===== config.mk =====
export PLATFORM = sky130hd
export DESIGN_NAME = crossbar_arbiter_qos
export DESIGN_NICKNAME = d
export VERILOG_FILES = /design/src/rtl/crossbar_arbiter_qos.sv
export SDC_FILE = /design/constraint.sdc
export NUM_CORES = 2
export LEC_CHECK = 0
export BUFFER_PORTS_ARGS = -buffer_cell sky130_fd_sc_hd__buf_2
export CORE_ASPECT_RATIO = 1.25
export CORE_MARGIN = 5
export CORE_UTILIZATION = 25
export CTS_CLUSTER_DIAMETER = 150
export DETAILED_ROUTE_END_ITERATION = 10
export HOLD_SLACK_MARGIN = 0.03
export PLACE_DENSITY = 0.47
export SLEW_MARGIN = 25
export SYNTH_ARGS = -nofsm -noshare
export SYNTH_HDL_FRONTEND = slang
export SYNTH_SLANG_ARGS = --single-unit

===== constraint.sdc =====
create_clock -name clk -period 23 [get_ports clk]
set_input_delay 1.15 -clock clk [delete_from_list [all_inputs] [get_ports clk]]
set_output_delay 1.15 -clock clk [all_outputs]
set_load 0.005 [all_outputs]

===== src/rtl/crossbar_arbiter_qos.sv =====
// QoS crossbar arbiter: per-output priority + round-robin selection with
// transaction locking, starvation promotion and a side priority channel.
module crossbar_arbiter_qos #(
    parameter  int N_IN_PORTS    = 8,
    parameter  int N_OUT_PORTS   = 8,
    parameter  int N_PRIO_LEVELS = 4,
    parameter  int STARVE_LIMIT  = 15,
    localparam int PW = (N_PRIO_LEVELS > 1) ? $clog2(N_PRIO_LEVELS) : 1,
    localparam int AW = $clog2(STARVE_LIMIT + 1),
    localparam int OW = (N_OUT_PORTS > 1) ? $clog2(N_OUT_PORTS) : 1,
    localparam int IW = (N_IN_PORTS > 1) ? $clog2(N_IN_PORTS) : 1,
    localparam int LW = $clog2(N_PRIO_LEVELS + 1)
) (
    input  logic                                   clk,
    input  logic                                   rst,
    input  logic [N_IN_PORTS-1:0]                  req,
    input  logic [N_IN_PORTS-1:0][OW-1:0]          req_out_port,
    input  logic [N_IN_PORTS-1:0][PW-1:0]          req_prio,
    input  logic [N_IN_PORTS-1:0]                  req_last,
    input  logic [N_OUT_PORTS-1:0]                 out_ready,
    input  logic [N_OUT_PORTS-1:0]                 priority_req,
    output logic [N_OUT_PORTS-1:0]                 priority_grant,
    output logic [N_IN_PORTS-1:0]                  grant,
    output logic [N_OUT_PORTS-1:0][N_IN_PORTS-1:0] detailed_grant,
    output logic [N_OUT_PORTS-1:0][IW-1:0]         granted_requester_id,
    output logic [N_OUT_PORTS-1:0]                 locked,
    output logic [N_IN_PORTS-1:0]                  starved
);

    // Handshake: a beat moves on output o in the cycle detailed_grant[o][i]
    // is high; that needs req[i], out_ready[o] and no side request on o.

    logic [N_OUT_PORTS-1:0]                 r_lock;
    logic [N_OUT_PORTS-1:0][IW-1:0]         r_owner;
    logic [N_OUT_PORTS-1:0][IW-1:0]         r_rr_ptr;
    logic [N_IN_PORTS-1:0][AW-1:0]          r_age;

    logic [N_IN_PORTS-1:0]                  w_starved;
    logic [N_IN_PORTS-1:0][LW-1:0]          w_level;
    logic [N_OUT_PORTS-1:0][N_IN_PORTS-1:0] w_cand;
    logic [N_OUT_PORTS-1:0][LW-1:0]         w_max;
    logic [N_OUT_PORTS-1:0]                 w_found;
    logic [N_OUT_PORTS-1:0][IW-1:0]         w_win;
    logic [N_OUT_PORTS-1:0]                 w_gvalid;
    logic [N_OUT_PORTS-1:0][N_IN_PORTS-1:0] w_dgrant;
    logic [N_OUT_PORTS-1:0][IW-1:0]         w_gid;
    logic [N_IN_PORTS-1:0]                  w_grant;

    function automatic int rr_index(input logic [IW-1:0] ptr, input int k);
        return (int'(ptr) + k) % N_IN_PORTS;
    endfunction

    // Starved requesters are promoted one level above every normal priority.
    always_comb begin
        w_starved = '0;
        w_level   = '0;
        for (int i = 0; i < N_IN_PORTS; i++) begin
            w_starved[i] = (r_age[i] == AW'(STARVE_LIMIT));
            w_level[i]   = w_starved[i] ? LW'(N_PRIO_LEVELS) : LW'(req_prio[i]);
        end
    end

    always_comb begin
        w_cand   = '0;
        w_max    = '0;
        w_found  = '0;
        w_win    = '0;
        w_gvalid = '0;
        w_dgrant = '0;
        w_gid    = '0;
        for (int o = 0; o < N_OUT_PORTS; o++) begin
            for (int i = 0; i < N_IN_PORTS; i++) begin
                w_cand[o][i] = req[i] && (req_out_port[i] == OW'(o)) &&
                               (!r_lock[o] || (r_owner[o] == IW'(i)));
                if (w_cand[o][i] && (w_level[i] > w_max[o]))
                    w_max[o] = w_level[i];
            end
            for (int k = 1; k <= N_IN_PORTS; k++) begin
                if (!w_found[o] && w_cand[o][rr_index(r_rr_ptr[o], k)] &&
                    (w_level[rr_index(r_rr_ptr[o], k)] == w_max[o])) begin
                    w_found[o] = 1'b1;
                    w_win[o]   = IW'(rr_index(r_rr_ptr[o], k));
                end
            end
            if (w_found[o] && out_ready[o] && !priority_req[o] && !rst) begin
                w_gvalid[o]           = 1'b1;
                w_dgrant[o][w_win[o]] = 1'b1;
                w_gid[o]              = w_win[o];
            end
        end
    end

    always_comb begin
        w_grant = '0;
        for (int o = 0; o < N_OUT_PORTS; o++)
            w_grant = w_grant | w_dgrant[o];
    end

    assign priority_grant       = rst ? '0 : (priority_req & out_ready);
    assign grant                = w_grant;
    assign detailed_grant       = w_dgrant;
    assign granted_requester_id = w_gid;
    assign locked               = rst ? '0 : r_lock;
    assign starved              = rst ? '0 : w_starved;

    always_ff @(posedge clk) begin
        if (rst) begin
            r_lock  <= '0;
            r_owner <= '0;
            r_age   <= '0;
            for (int o = 0; o < N_OUT_PORTS; o++)
                r_rr_ptr[o] <= IW'(N_IN_PORTS - 1);
        end else begin
            for (int o = 0; o < N_OUT_PORTS; o++) begin
                if (w_gvalid[o]) begin
                    r_rr_ptr[o] <= w_win[o];
                    r_owner[o]  <= w_win[o];
                    r_lock[o]   <= !req_last[w_win[o]];
                end
            end
            for (int i = 0; i < N_IN_PORTS; i++) begin
                if (req[i] && !w_grant[i]) begin
                    if (r_age[i] != AW'(STARVE_LIMIT))
                        r_age[i] <= r_age[i] + AW'(1);
                end else begin
                    r_age[i] <= '0;
                end
            end
        end
    end

    always @(posedge clk) begin
        if (!rst) begin
            for (int o = 0; o < N_OUT_PORTS; o++) begin
                assert ($onehot0(w_dgrant[o]) && !(priority_req[o] && (|w_dgrant[o])))
                    else $warning("crossbar_arbiter_qos: bad grant on output %0d", o);
            end
        end
    end

endmodule


---- Word level (Yosys, flattened, before mapping) ----
Cells that the tools add are included.
storage, ports and cells
  bits in registers ....................... 88
  bits in latches ......................... 0
  memory bits (writable) .................. 0
  ROM bits ................................ 0
  input port bits ......................... 74
  output and inout port bits .............. 120
  logic and storage cells ................. 1749
  memories kept ........................... 0
cells by class
  $add $sub $neg .......................... 72
  $mul .................................... 0
  divide/modulo/power cells ............... 0
  magnitude comparators ................... 137
  eq/ne operators ......................... 192
  shift-type cells ........................ 0
  multiplexer cells ....................... 643
  bitwise operators ....................... 80
  reductions and logical operators ........ 593
operators with widths
  kind                                                  number
  two-way mux 3 bit                                     272
  binary-select mux 3 bit (select 3 bit)                64
  logical AND 1 bit                                     352
  < comparator 4 x 5 -> 1 bit (second input constant)   64
  binary-select mux 1 bit (select 3 bit)                72
  two-way mux 1 bit                                     216
  equality test 3 bit                                   64
  equality test 3 bit (second input constant)           64
  OR reduction 3 bit                                    64
  > comparator 3 bit                                    56
  adder 3 bit (second input constant)                   32
  equality test 3 x 2 -> 1 bit (second input constant)  32
  logical NOT 1 bit                                     89
  two-way mux 8 bit                                     11
  AND 1 bit (first input constant)                      64
  logical OR 1 bit                                      64
  OR 8 bit                                              7
  adder 3 x 1 -> 3 bit (second input constant)          16
  adder 3 x 2 -> 3 bit (second input constant)          16
  equality test 3 x 1 -> 1 bit (second input constant)  16
  logical NOT 3 bit                                     16
  adder 4 x 1 -> 4 bit (second input constant)          8
  equality test 4 bit (second input constant)           8
  < comparator 3 x 4 -> 1 bit (second input constant)   8
  other kinds (7)                                       42

---- Depth between registers and ports, before layout ----
  word-level depth ........................ 73
  depth in mapped cells ................... 73
  depth with buffers taken out ............ 68

---- Least setup slack after synthesis ----
OpenSTA, ideal clock, no wires.
  path kind ............................... input to output
  start ................................... input port req_prio[2] (netlist name)
  end ..................................... output port grant[5]
  arrival ................................. 14.425 ns
  data required time ...................... 21.850 ns
  setup slack ............................. 7.425 ns
  cell stages on the path ................. 66
  path buffers ............................ 4
  cell sequence ........................... and2_1 clkbuf_1 inv_1 clkbuf_1 clkbuf_1 ha_1 and3_1 a21oi_1 nand2_1 nand2_1 o21ai_0 ha_1 maj3_2 a211oi_4 mux2_2 ha_1 o21ai_0 a2111o_1 [... 30 more ...] nor2b_1 o21a_1 o211ai_1 mux2_2 clkbuf_1 xnor2_1 and2_1 mux2_2 nand2_1 o22ai_1 mux2i_1 mux2i_1 nand4b_1 o32ai_1 o22ai_2 or4_4 or2_1 nand2_1
on the way
  longest elaborated chain between the ends .. 65
  elaborated cells on any way between the ends .. 808
  those cells by class .................... 72 x order compare; 64 x eq/ne; 401 x mux; 7 x bitwise; 264 x reduce/logical
RTL lines
  element                                                                                            line  source
  start, declared                                                                                    18    input logic [N_IN_PORTS-1:0][PW-1:0] req_prio,
  two-way mux 3 bit (*)                                                                              59    w_level[i] = w_starved[i] ? LW'(N_PRIO_LEVELS) : LW'(req_prio[i]);
  > comparator 3 bit                                                                                 75    if (w_cand[o][i] && (w_level[i] > w_max[o]))
  logical AND 1 bit                                                                                  75
  two-way mux 3 bit                                                                                  75
  > comparator 3 bit                                                                                 75
  logical AND 1 bit                                                                                  75
  two-way mux 3 bit                                                                                  75
  > comparator 3 bit                                                                                 75
  [... 44 more ...]                                                                                  --
  two-way mux 3 bit                                                                                  79    if (!w_found[o] && w_cand[o][rr_index(r_rr_ptr[o], k)] &&
  < comparator 3 x 4 -> 1 bit (not written as such) or >= comparator 3 x 1 -> 1 bit (tied branches)  87    w_dgrant[o][w_win[o]] = 1'b1;
  logical AND 1 bit (not written as such)                                                            87
  two-way mux 1 bit (not written as such)                                                            87
  demux 1 bit (select 3 bit)                                                                         87
  two-way mux 8 bit                                                                                  85    if (w_found[o] && out_ready[o] && !priority_req[o] && !rst) begin
  OR 8 bit (6 in series)                                                                             96    w_grant = w_grant | w_dgrant[o];
  OR 8 bit (*)                                                                                       96
  end, declared                                                                                      23    output logic [N_IN_PORTS-1:0] grant,
Every way passes the cells marked *; elsewhere a longest branch is shown, timed or not. The select of a mux whose other input is x is not followed.

---- Worst setup path after layout ----
  start ................................... register r_age[0] (netlist name)
  end ..................................... output port grant[2]
on the way
  longest elaborated chain between the ends .. 69
  elaborated cells on any way between the ends .. 826
  those cells by class .................... 73 x order compare; 65 x eq/ne; 409 x mux; 7 x bitwise; 272 x reduce/logical
RTL lines
  element                                                                                            line  source
  start, declared                                                                                    36    logic [N_IN_PORTS-1:0][AW-1:0] r_age;
  start signal, assigned by index                                                                    124   r_age[i] <= r_age[i] + AW'(1);
  equality test 4 bit (*)                                                                            58    w_starved[i] = (r_age[i] == AW'(STARVE_LIMIT));
  two-way mux 3 bit (*)                                                                              59
  > comparator 3 x 1 -> 1 bit                                                                        75
  logical AND 1 bit                                                                                  75
  two-way mux 3 bit                                                                                  75
  > comparator 3 bit                                                                                 75
  logical AND 1 bit                                                                                  75
  two-way mux 3 bit                                                                                  75
  [... 48 more ...]                                                                                  --
  two-way mux 3 bit                                                                                  79
  < comparator 3 x 4 -> 1 bit (not written as such) or >= comparator 3 x 1 -> 1 bit (tied branches)  87
  logical AND 1 bit (not written as such)                                                            87
  two-way mux 1 bit (not written as such)                                                            87
  demux 1 bit (select 3 bit)                                                                         87
  two-way mux 8 bit                                                                                  85
  OR 8 bit (6 in series)                                                                             96
  OR 8 bit (*)                                                                                       96
Marks and branches as above.

==> flow_summary.yaml <==
setup_path:
  critPathCaptureType: "primary output"
  reg2reg_from: "r_age[0]"
  r2r_end: "r_age[22]"
  arrival_ns: 16.60
  path_max_fanout: 28
  startpoint: "r_age[0]"
  crit_type: "flop to primary output"
  regToRegSetupSlack_ns: 6.65
  cp.required_ns: 21.85
  reg2reg_depth: 67
  cp_slowest_stage_delay_ns: 0.63
  startpoint_type: "flop"
  slowest_stage: "a211oi_1"
min_path:
  hold_end: "r_age[21]"
  whs_path_depth: 2
  hold_path.class: "flop to flop"
  min_from: "r_age[21]"
final_layout:
  final_cell_mix: "nand2_1 (426), nor2_1 (329), o21ai_0 (274)"
  nets: 4166
  utilization_pct: 28.0
  fillers: 12696
  instances_no_fill: 5498
  drive_above_1_share_pct: 19.9
  area_growth_pct: 11.2
  final_common_cell: "nand2_1"
  stdcell_area_mm2: 0.0326
place:
  dp.cells: 5471
  placed_area_mm2: 0.0322
  place.gp.congestion: 0.993
  port_buffers: 193
  place_ws_ns: 5.62
  dp_hpwl_um: 115000
cts:
  cts_buffers: 9
  clockRootBuffer: "clkbuf_16"
  post_cts_buffers: 0
  insertion_delay_ns: 0.41
  cts_tree: "done"
  clock_path_buffers: 2
  hold_buffers: 0
  cts_resized: 0
  clkSlewWorstSetupHoldPaths_ns: 0.08
  clock-sinks: 88
  h-tree-depth: 3
power_and_ir_drop:
  intPower_uw: 835
  power_frac_comb_pct: 80.0
  p_total_mw: 1.95
  p_sw_mw: 1.11
  p_clk_share_pct: 8.7
  peakVddDrop_uv: 49.7
  seqPwrFrac_pct: 11.3
  p_per_area_mw_per_mm2: 59.7
  power.leakage_nw: 12.3
  switching_share_pct: 57.1
sta:
  hold_ws_ns: 0.496
  setup_violations: 0
  finClkSkew_ns: 0.0241
  finalMaxSlewViolations: 0
  finalSetupTns_ns: 0
  fin_crit_ns: 17.75
  rsz0062_at_grt: "false"
  final_hold_viol_count: 0
  post-route-period-util_pct: 77.2
  fmax_ghz: 0.0563
  worstMarginPinSlew_ns: 1.12
  max_slew_margin_pct: 24.8
  fin_ws_ns: 5.25
logic_synthesis:
  synthTopCellsByArea: "mux4_2 (18%), ha_1 (7.3%), dfxtp_1 (6.0%)"
  syn_nets: 4096
  ys_ff_latch: 88
  synth-async-reset-ratio_pct: 0
  ys_warn_count: 0
  syn_inst: 3850
  syn_avg_cell_area_um2: 7.62
  synthFlopType: "dfxtp_1"
  seq_area_frac_synth_pct: 6.01
  syn-cell-area_mm2: 0.0293
  synth-edff-count: 0
  synth_top_area_share_pct: 18.3
  yosysTopAreaCell: "mux4_2"
  synth.distinct_cells: 130
routing:
  drt_wl_total_um: 153000
  drc_errors: 0
  first_iter_violations: 3740
  wire_per_inst_um: 27.9
  via_per_inst: 6.07
  first_pass_iters: 6
  via_count: 33388
  ant_nets: 0
floorplanning:
  die-area_mm2: 0.124
  io_pins: 194
  start_util_pct: 25.2
  core_region_area_mm2: 0.116
  fp.dieH_um: 393
  row_count: 140
  fp.dieW_um: 316
outcome:
  run_status: "finished clean"
global_routing:
  grt_pass1_vias: 31374
  track_usage_pct: 23.6
  grt_first_pass_wirelength_um: 218000
  overflow: 0
  antenna_found_initial: 21
  grt_max_degree: 36
run:
  drv_cap: 0
-- worst max-delay path, delay by kind of cell, from the launching register on --
| kind | cells | cell delay (ns) |
|---|---|---|
| xor gates and xnor gates | 1 | 0.16 |
| DFF | 1 | 0.37 |
| adders and majority gates | 9 | 2.60 |
| and+or+nand+nor | 25 | 5.01 |
| AOI/OAI and AO/OA | 19 | 4.48 |
| buffers and inverters | 5 | 0.92 |
| muxes | 8 | 2.55 |
-- cell usage after synthesis (44+ instances only) --
cell type,instances
nand2_1,426
nor2_1,329
o21ai_0,275
mux4_2,238
clkbuf_1,211
a21oi_1,181
ha_1,172
nand3_1,159
inv_1,141
xnor2_1,118
dfxtp_1,88
mux2i_1,83
nor2b_1,82
nor3_1,81
a211oi_1,76
o211ai_1,69
nand2b_1,66
and3_1,62
and2_1,61
xor2_1,54
mux2_2,48
o21a_1,44
-- per-layer routing --
metal	vias to the layer above	part of all wire, %	GRT usage (%)
met1	16376	39	28.8
met2	1708	46	39.7
met5	-	0.031	0
li1	14831	-	-
met4	8	7.1	13.3
met3	465	7.6	3.42
-- how the worst max path moves through the flow --
stage                     cells after the start  slack (ns)        to
after global placement                       66        5.54  grant[2]
after CTS                                    67        5.49  grant[2]
final                                        67        5.25  grant[2]
after floorplan                              66        7.42  grant[5]
after detailed placement                     66        5.62  grant[2]
after global routing                         68        4.06  grant[2]
-- sequential cells by signal (all words and copies together) (netlist names) --
name      flops
r_lock        8
r_age        32
r_owner      24
r_rr_ptr     24
-- cell families (layout without fill, tap and decap cells) --
kind of cell | after synthesis | in the layout | synth area share, %
buf+inv | 421 | 496 | 5.60
other cells | 0 | 11 | 0
simple gates | 1538 | 1538 | 26.7
compound gates | 1080 | 1080 | 25.7
fa+ha+maj | 174 | 174 | 7.41
mux | 377 | 377 | 23.4
xor+xnor | 172 | 172 | 5.14
flops | 88 | 88 | 6.01
-- layout make-up --
cell class                 count  area (um2)  share of cell area (%)
multi-input combinational   3341       26000                    79.8
inverter                     157         589                    1.81
timing repair buffer         323        1940                    5.96
clock inverter                 7        81.3                   0.249
antenna                       11        27.5                  0.0844
tap                         1562        1950                    5.99
sequential                    88        1760                    5.41
clock buffer                   9         225                   0.691
-- power groups by stage --
stage                     sequential, mW  clock [mW]  combinational [mW]
final                              0.219       0.170                1.56
after global routing               0.223       0.177                1.67
after CTS                          0.217       0.173                1.53
after detailed placement           0.221           0                1.53
after global placement             0.221           0                1.52
after floorplan                    0.188           0                1.12
(Power assumes the default switching activity.)
